`src/rtl/msg_formatter_tx.sv`:
```
// ASCII frame formatter for the UART transmitter.
// Builds "{Rddd,Gddd,Bddd}" or "{L016}"/"{L017}" and streams it one byte per tx_start/tx_done handshake.
module msg_formatter_tx #(
  parameter int GAP_CYCLES     = 0,
  parameter int TIMEOUT_CYCLES = 200000
) (
  input  logic       clk,
  input  logic       reset,
  input  logic [7:0] r_val,
  input  logic [7:0] g_val,
  input  logic [7:0] b_val,
  input  logic       rgb_send,
  input  logic       led_sel,
  input  logic       led_send,
  input  logic       tx_done,
  output logic [7:0] tx_byte,
  output logic       tx_start,
  output logic       busy,
  output logic       frame_done,
  output logic       timeout_err
);

  localparam int TW = (TIMEOUT_CYCLES > 1) ? $clog2(TIMEOUT_CYCLES) : 1;
  localparam logic [TW-1:0] TIMER_LAST = TW'(TIMEOUT_CYCLES - 1);
  localparam logic [7:0]    GAP_LAST   = 8'(GAP_CYCLES - 1);

  typedef enum logic [1:0] {
    IDLE,
    LOAD,
    WAIT_DONE,
    GAP
  } state_t;

  state_t        state, state_next;
  logic [3:0]    idx, idx_next;
  logic          rgb_frame;
  logic          led_bit;
  logic [11:0]   r_dig, g_dig, b_dig;
  logic [7:0]    gap_cnt;
  logic [TW-1:0] timer;
  logic          accept_rgb, accept_led;
  logic          finish, abort;
  logic          last_idx;
  logic [7:0]    next_byte;

  // Three BCD digits, leading zeros kept.
  function automatic logic [11:0] to_digits(input logic [7:0] v);
    return {4'(v / 8'd100), 4'((v % 8'd100) / 8'd10), 4'(v % 8'd10)};
  endfunction

  assign tx_start = (state == LOAD);
  assign busy     = (state != IDLE);
  assign last_idx = rgb_frame ? (idx == 4'd15) : (idx == 4'd5);

  always_comb begin
    state_next = state;
    idx_next   = idx;
    accept_rgb = 1'b0;
    accept_led = 1'b0;
    finish     = 1'b0;
    abort      = 1'b0;
    case (state)
      IDLE: begin
        // No acceptance while the end-of-frame pulse is still showing.
        if (!frame_done && !timeout_err) begin
          if (rgb_send) begin
            accept_rgb = 1'b1;
            idx_next   = 4'd0;
            state_next = LOAD;
          end else if (led_send) begin
            accept_led = 1'b1;
            idx_next   = 4'd0;
            state_next = LOAD;
          end
        end
      end
      LOAD: state_next = WAIT_DONE;
      WAIT_DONE: begin
        if (tx_done) begin
          if (last_idx) begin
            finish     = 1'b1;
            state_next = IDLE;
          end else begin
            idx_next   = idx + 4'd1;
            state_next = (GAP_CYCLES > 0) ? GAP : LOAD;
          end
        end else if (timer >= TIMER_LAST) begin
          abort      = 1'b1;
          state_next = IDLE;
        end
      end
      GAP: begin
        if (gap_cnt == GAP_LAST) begin
          state_next = LOAD;
        end
      end
      default: state_next = IDLE;
    endcase
  end

  always_comb begin
    next_byte = 8'h7D;
    if (rgb_frame) begin
      case (idx_next)
        4'd0:    next_byte = 8'h7B;
        4'd1:    next_byte = 8'h52;
        4'd2:    next_byte = {4'h3, r_dig[11:8]};
        4'd3:    next_byte = {4'h3, r_dig[7:4]};
        4'd4:    next_byte = {4'h3, r_dig[3:0]};
        4'd5:    next_byte = 8'h2C;
        4'd6:    next_byte = 8'h47;
        4'd7:    next_byte = {4'h3, g_dig[11:8]};
        4'd8:    next_byte = {4'h3, g_dig[7:4]};
        4'd9:    next_byte = {4'h3, g_dig[3:0]};
        4'd10:   next_byte = 8'h2C;
        4'd11:   next_byte = 8'h42;
        4'd12:   next_byte = {4'h3, b_dig[11:8]};
        4'd13:   next_byte = {4'h3, b_dig[7:4]};
        4'd14:   next_byte = {4'h3, b_dig[3:0]};
        default: next_byte = 8'h7D;
      endcase
    end else begin
      case (idx_next)
        4'd0:    next_byte = 8'h7B;
        4'd1:    next_byte = 8'h4C;
        4'd2:    next_byte = 8'h30;
        4'd3:    next_byte = 8'h31;
        4'd4:    next_byte = {7'b0011011, led_bit};
        default: next_byte = 8'h7D;
      endcase
    end
  end

  always_ff @(posedge clk or posedge reset) begin
    if (reset) begin
      state       <= IDLE;
      idx         <= 4'd0;
      frame_done  <= 1'b0;
      timeout_err <= 1'b0;
      tx_byte     <= 8'h00;
      timer       <= '0;
      gap_cnt     <= 8'd0;
    end else begin
      state       <= state_next;
      idx         <= idx_next;
      frame_done  <= finish;
      timeout_err <= abort;
      // Byte index 0 is always '{', so the stale frame type is harmless at acceptance.
      if (state_next == LOAD) begin
        tx_byte <= next_byte;
      end
      // Timer counts clocks since tx_start.
      if (state_next == LOAD) begin
        timer <= '0;
      end else if (state == LOAD || state == WAIT_DONE) begin
        timer <= timer + 1'b1;
      end
      if (state == GAP) begin
        gap_cnt <= gap_cnt + 8'd1;
      end else begin
        gap_cnt <= 8'd0;
      end
    end
  end

  always_ff @(posedge clk or posedge reset) begin
    if (reset) begin
      rgb_frame <= 1'b0;
      led_bit   <= 1'b0;
      r_dig     <= 12'd0;
      g_dig     <= 12'd0;
      b_dig     <= 12'd0;
    end else if (accept_rgb) begin
      rgb_frame <= 1'b1;
      r_dig     <= to_digits(r_val);
      g_dig     <= to_digits(g_val);
      b_dig     <= to_digits(b_val);
    end else if (accept_led) begin
      rgb_frame <= 1'b0;
      led_bit   <= led_sel;
    end
  end

endmodule
```
`config.mk`:
```
export PLATFORM = sky130hd
export DESIGN_NAME = msg_formatter_tx
export DESIGN_NICKNAME = d
export VERILOG_FILES = /design/src/rtl/msg_formatter_tx.sv
export SDC_FILE = /design/constraint.sdc
export NUM_CORES = 1
export LEC_CHECK = 0
export CAP_MARGIN = 20
export CORE_ASPECT_RATIO = 1.5
export CORE_MARGIN = 4
export CORE_UTILIZATION = 41
export CTS_BUF_LIST = sky130_fd_sc_hd__clkbuf_4
export DETAILED_ROUTE_END_ITERATION = 8
export PLACE_DENSITY = 0.58
export SETUP_SLACK_MARGIN = 0.05
export SYNTH_ARGS = -nofsm -noshare
export SYNTH_HDL_FRONTEND = slang
export SYNTH_SLANG_ARGS = --single-unit
export TNS_END_PERCENT = 20
```
`constraint.sdc`:
```
create_clock -name clk -period 3.35 [get_ports clk]
set_input_delay 0.335 -clock clk [delete_from_list [all_inputs] [get_ports clk]]
set_output_delay 0.335 -clock clk [all_outputs]
set_load 0.02 [all_outputs]
```
==> results.toml, run 1 <==
[outcome]
outcome = "completed"

[yosys]
synth_fp_nets = 922
synth_area_per_cell_um2 = 7.39
synth_area_leaders = "dfrtp_1, nand2_1, a21oi_1"
ys_ff_latch = 73
synth_area_um2 = 6460
yosysMostFrequentCell = "nand2_1"
ys_top_cells_by_count = "nand2_1, nor2_1, a21oi_1"
synth-main-ff-cell = "dfrtp_1"
ys_types = 80
synth_top_cell_by_area = "dfrtp_1"
synthArstFlopShare = 1.00
synth_warnings = 0
synth_edf_count = 0
synth_top_area_frac = 0.283
yosysSeqAreaShare = 0.283
netlist_instances = 874

[placed_design]
dp_slack_ns = -0.325
hpwl_um = 13400
placed_cells = 1152
io_buffers = 40
gp_congestion = 0.934

[cts]
cts_root_buf = "clkbuf_4"
cts_tree = "built"
clock_path_buffers = 2
cts_num_sinks = 73
numCtsBuffers = 9
htreeDepth = 3
path_clk_slew_ns = 0.12
ctsHoldBuffers = 0
clk_latency_ns = 0.42

[finish]
drive_above_1_share = 0.165
final_cells = 1168
nets = 1012
fin_util = 0.508
area_growth_pct = 20.0

[critical_path]
cp.required_ns = 3.66
criticalPathCategory = "in2reg"
r2r_setup_slack_ns = 0.28
start_kind = "input port"
critPathMaxFanout = 3
crit_path_end_kind = "flip-flop"
cp_data_arrival_time_ns = 3.46

[timing]
setup_violations = 0
hold_viol_final = 0
skew_ns = 0.0147
layout_setup_ws_ns = 0.204
final-max-slew-violation-count = 0
rsz0062_at_grt = "no"
fin_crit_sh = 0.939
fin_crit_ns = 3.15
max-slew-margin-rel = 0.532
worstMarginPinSlew_ns = 0.700
fmax_mhz = 318

[power]
pwr-share-comb = 0.522
switching_share = 0.429
power.leakage_uw = 0.00336
p_switching_uw = 1590
power.share.sequential = 0.360
peakVddDrop_mv = 0.644
power_uw = 3710
p_int_uw = 2120
power_density_nw_per_um2 = 478
pwr-share-clk = 0.118

[floorplan]
core_area_um2 = 15300
initial_utilization = 0.423
die-area_um2 = 17900
rows = 55
die_h_um = 162
pin_count = 42
dieWidth_um = 111

[flow_run]
drv_cap = 0

[drt]
drt_iter0_drc = 416
vias = 6705
post_drt_wl_per_cell_um = 14.8
postRouteAntennaNets = 0
drt-pass1-iter-count = 5
drc = 0
avgViaCountPerCell = 5.74
drt-total-wl_um = 17300

[global_routing]
grt.total_usage = 0.198
grt_overflow = 0
antenna_found_initial = 1
grt_pass1_vias = 6583
grt_pass1_wl_um = 30600
grt_max_degree = 51

[worst_hold_path]
hold_path.class = "in2async"
-- critical path: stages --
cell	delay (ns)
clkdlybuf4s50_1	0.50
inv_1	0.07
ha_1	0.21
or2_2	0.30
a2111oi_2	0.40
a211oi_2	0.13
xnor2_1	0.16
or4b_1	0.51
a311oi_1	0.30
a41oi_1	0.09
buf_4	0.17
a221o_1	0.28
-- power groups by stage --
| stage | clock network (µW) | logic (µW) | registers, µW |
|---|---|---|---|
| 2_1_floorplan | 0 | 1300 | 1320 |
| 5_1_grt | 497 | 2170 | 1370 |
| 3_5_place_dp | 0 | 1930 | 1350 |
| 6_report | 438 | 1940 | 1330 |
| 3_3_place_gp | 0 | 1890 | 1350 |
| 4_1_cts | 458 | 1940 | 1340 |
-- placed cells by master, fill, tap and decap left out, types with 6 or more instances in the layout --
master	netlist	layout
a211oi_1	8	8
a21o_1	6	6
a21oi_1	75	75
a221o_1	6	6
a221oi_1	7	7
a31oi_1	13	13
and2_1	11	11
and3_1	14	14
buf_4	2	105
clkbuf_4	0	10
clkdlybuf4s50_1	0	40
dfrtp_1	73	73
ha_1	18	18
inv_1	27	26
mux2_2	8	8
mux2i_1	10	10
nand2_1	110	110
nand2b_1	11	11
nand3_1	35	35
nand4_1	10	10
nor2_1	97	97
nor2b_1	8	7
nor3_1	19	19
o211ai_1	8	8
o21ai_0	67	66
o22ai_1	13	13
o31ai_1	15	14
or2_2	8	8
or3_1	6	6
xnor2_1	23	22
xor2_1	14	14
-- logic make-up (layout without fill, tap and decap cells) --
| kind of cell | Yosys count | in the layout | share of synthesized area |
|---|---|---|---|
| other | 1 | 2 | 0.000580 |
| and+or+nand+nor | 349 | 349 | 0.255 |
| adders and majority gates | 19 | 19 | 0.0366 |
| DFF | 73 | 73 | 0.283 |
| xor gates and xnor gates | 37 | 37 | 0.0502 |
| buffers and inverters | 95 | 189 | 0.0589 |
| AOI/OAI and AO/OA | 282 | 282 | 0.287 |
| muxes | 18 | 18 | 0.0294 |
-- per-stage QoR --
stage | area [µm²] | hold slack (ns) | TNS (ns)
final | 7750 | 0.322 | 0
after global routing | 7750 | 0.354 | 0
after CTS | 7740 | 0.317 | 0
after detailed placement | 7640 | 0.464 | -1.81
after global placement | 7640 | 0.462 | -0.758
after floorplan | 6470 | 0.439 | -0.00408
-- layout make-up --
class / instances / area (µm²)
fill: 1549 / 7520
multi-input combinational: 706 / 4280
sequential: 73 / 1830
timing repair buffer: 145 / 1190
tap: 199 / 249
inverter: 29 / 109
clock buffer: 10 / 75.1
clock inverter: 5 / 23.8
antenna: 1 / 2.50
-- path summary, 6_finish.rpt --
path                       startpoint    endpoint  cells after the start
min in group clk             r_val[0]    r_dig[0]                      3
max reg2reg                  state[0]  tx_byte[1]                     11
max                          b_val[3]    b_dig[2]                     12
min                             reset   timer[14]                      2
min reg2reg                gap_cnt[0]  gap_cnt[0]                      1
max in group asynchronous       reset    r_dig[9]                      3
-- registers in the layout, indices dropped and copies added, names as in the netlist --
name and cells:
b_dig 10, timeout_err 1, rgb_frame 1, led_bit 1, idx 4, frame_done 1
tx_byte 7, r_dig 10, state 2, gap_cnt 8, g_dig 10, timer 18
-- what timing repair did --
| action | CTS | global route |
|---|---|---|
| buffers inserted | 0 | 0 |
| endpoints found under the setup margin | 0 | 8 |
| resized for setup | 0 | 4 |
-- routing by layer --
layer / track usage / up-vias / part of all wire
li1: - / 3352 / -
met1: 0.230 / 3174 / 0.41
met2: 0.376 / 149 / 0.53
met3: 0.0261 / 30 / 0.034
met4: 0.0560 / 0 / 0.018
met5: 0 / - / 0
Power figures use the tool's default switching activity.
==> inputs of run 2 (changes only) <==
--- a/config.mk
+++ b/config.mk
@@ -11,6 +11,7 @@
 export CORE_UTILIZATION = 41
 export CTS_BUF_LIST = sky130_fd_sc_hd__clkbuf_4
 export DETAILED_ROUTE_END_ITERATION = 8
+export GPL_TIMING_DRIVEN = 0
 export PLACE_DENSITY = 0.58
 export SETUP_SLACK_MARGIN = 0.05
 export SYNTH_ARGS = -nofsm -noshare
==> run 2 against run 1 <==
  * Routed wire length up 2.5%
  * Critical endpoint is now b_dig[3]
  * Non-clock buffer count down 36
  * Critical path depth decreased by 1
  * Global-route usage up 0.17 points
  * Largest power group unchanged
  * Setup slack got worse by 0.086 ns
  * Clock power grew 42%
  * Final area down 2.6%
  * Combinational power barely moved
==> results.toml, run 2 (synthesis gave the netlist of run 1 again) <==
[placed_design]
placed_cells = 1108
io_buffers = 34
gp_congestion = 0.921
dp_slack_ns = -1.17
hpwl_um = 13400

[finish]
final_cells = 1133
drive_above_1_share = 0.124
nets = 976
final_common_cell = "nand2_1"
largest_reg_flops = 18
num-fill-cells = 1596
regArea_um2 = 1830
top_register = "timer"
final_cell_mix = "nand2_1, nor2_1, dfrtp_1, a21oi_1, o21ai_0"
area_growth_pct = 16.9
multi_input_area_um2 = 4440

[drt]
drt-pass1-iter-count = 9
drt-total-wl_um = 17800
met1_length_um = 7480
avgViaCountPerCell = 5.77
drc = 0
wl_met3_um = 558
wl_met2_um = 9310
drt_iter0_drc = 319
postRouteAntennaNets = 0
post_drt_wl_per_cell_um = 15.7
vias = 6539
dr.max_layer_used = "met4"

[global_routing]
grt_max_degree = 44
grt_pass1_wl_um = 30400
grt_pass1_vias = 6340
antenna_found_initial = 1
grt.total_usage = 0.199
grt_overflow = 0

[floorplan]
initial_utilization = 0.423
pin_count = 42
dieWidth_um = 111
core_area_um2 = 15300
die_h_um = 162
die-area_um2 = 17900
rows = 55

[power]
power_uw = 3890
power_density_nw_per_um2 = 515
power.leakage_uw = 0.00311
peakVddDrop_mv = 0.294

[flow_run]
drv_cap = 0

[critical_path]
rr_endpoint = "tx_byte[0]"
reg2reg_depth = 13
cp.required_ns = 3.65
cp_data_arrival_time_ns = 3.53
criticalPathCategory = "in2reg"
crit_path_end_kind = "flip-flop"
start_kind = "input port"
critPathMaxFanout = 7
startpoint = "b_val[1]"
r2r_setup_slack_ns = 0.29
reg2reg_from = "state[0]"

[timing]
hold_viol_final = 0
max-slew-margin-rel = 0.560
worstMarginPinSlew_ns = 0.660
rsz0062_at_grt = "yes"
fin_crit_sh = 0.965
skew_ns = 0.0224
layout_setup_ws_ns = 0.118
hold_ws_ns = 0.237
tns_ns = 0
final-max-slew-violation-count = 0
setup_violations = 0
fin_crit_ns = 3.23
fmax_mhz = 309

[cts]
path_clk_slew_ns = 0.13
clock_path_buffers = 2
clk_latency_ns = 0.43
ctsHoldBuffers = 0
numCtsBuffers = 9
cts_root_buf = "clkbuf_4"
cts_tree = "built"
htreeDepth = 3
cts_num_sinks = 73

[outcome]
outcome = "completed"

[worst_hold_path]
hold_path.class = "in2async"
==> run 2: cell count changes in the layout (fill, tap and decap cells not counted), moves of 3 or more <==
cell             change
a21oi_2              +4
a21oi_1              -4
buf_4               -93
buf_1                +6
clkdlybuf4s50_1      -9
clkbuf_2             +9
buf_6                +3
buf_2                +8
clkbuf_1            +35
==> run 2: how the worst max path moves through the flow <==
stage | end | slack [ns] | cells after the start
final | b_dig[3] | 0.12 | 11
after global routing | b_dig[3] | -0.02 | 13
after CTS | b_dig[3] | -0.07 | 15
after detailed placement | b_dig[3] | -1.17 | 14
after global placement | b_dig[4] | -1.14 | 15
after floorplan | g_dig[2] | -0.004 | 14
==> run 2: layer usage <==
| layer | vias up | GRT usage |
|---|---|---|
| met3 | 34 | 0.0220 |
| met1 | 3080 | 0.236 |
| met2 | 143 | 0.372 |
| met4 | 0 | 0.0667 |
| met5 | - | 0 |
| li1 | 3282 | - |
==> run 2: report_power, final <==
part	leakage (µW)	internal (µW)	total, µW	switching, µW
Combinational	0.00209	768	1920	1160
Clock	0.0000859	302	620	318
Sequential	0.000930	1140	1340	201
==> run 2: through the flow <==
| stage | utilization | area [µm²] |
|---|---|---|
| 2_1_floorplan | - | 6470 |
| 5_1_grt | 0.495 | 7560 |
| 6_report | 0.495 | 7560 |
| 3_5_place_dp | 0.464 | 7090 |
| 4_1_cts | 0.485 | 7400 |
| 3_3_place_gp | 0.462 | 7060 |
==> run 2: cell type report <==
type | instances | area share
Buffer | 63 | 0.0414
Clock inverter | 7 | 0.0126
Antenna cell | 1 | 0.000331
Clock buffer | 9 | 0.00894
Inverter | 29 | 0.0152
Multi-Input combinational cell | 706 | 0.588
Tap cell | 199 | 0.0330
Sequential cell | 73 | 0.242
Timing Repair Buffer | 46 | 0.0586
==> run 2: timing repair <==
| item | CTS | global route |
|---|---|---|
| resized for setup | 38 | 34 |
| hold endpoints to repair | 0 | 0 |
| setup endpoints to repair | 19 | 23 |
| pin swaps | 4 | 6 |
| cloned | 0 | 0 |
| setup buffers | 2 | 9 |
==> run 2: worst max-delay path, cell delays in order <==
cell and delay (ns):
clkdlybuf4s50_1 0.53, nor4_4 0.47, a31oi_1 0.15, o41ai_1 0.45, nor2_1 0.21, or4b_1 0.52
a311oi_2 0.30, a41oi_2 0.10, nor2b_4 0.19, xnor2_2 0.19, o21ai_1 0.08
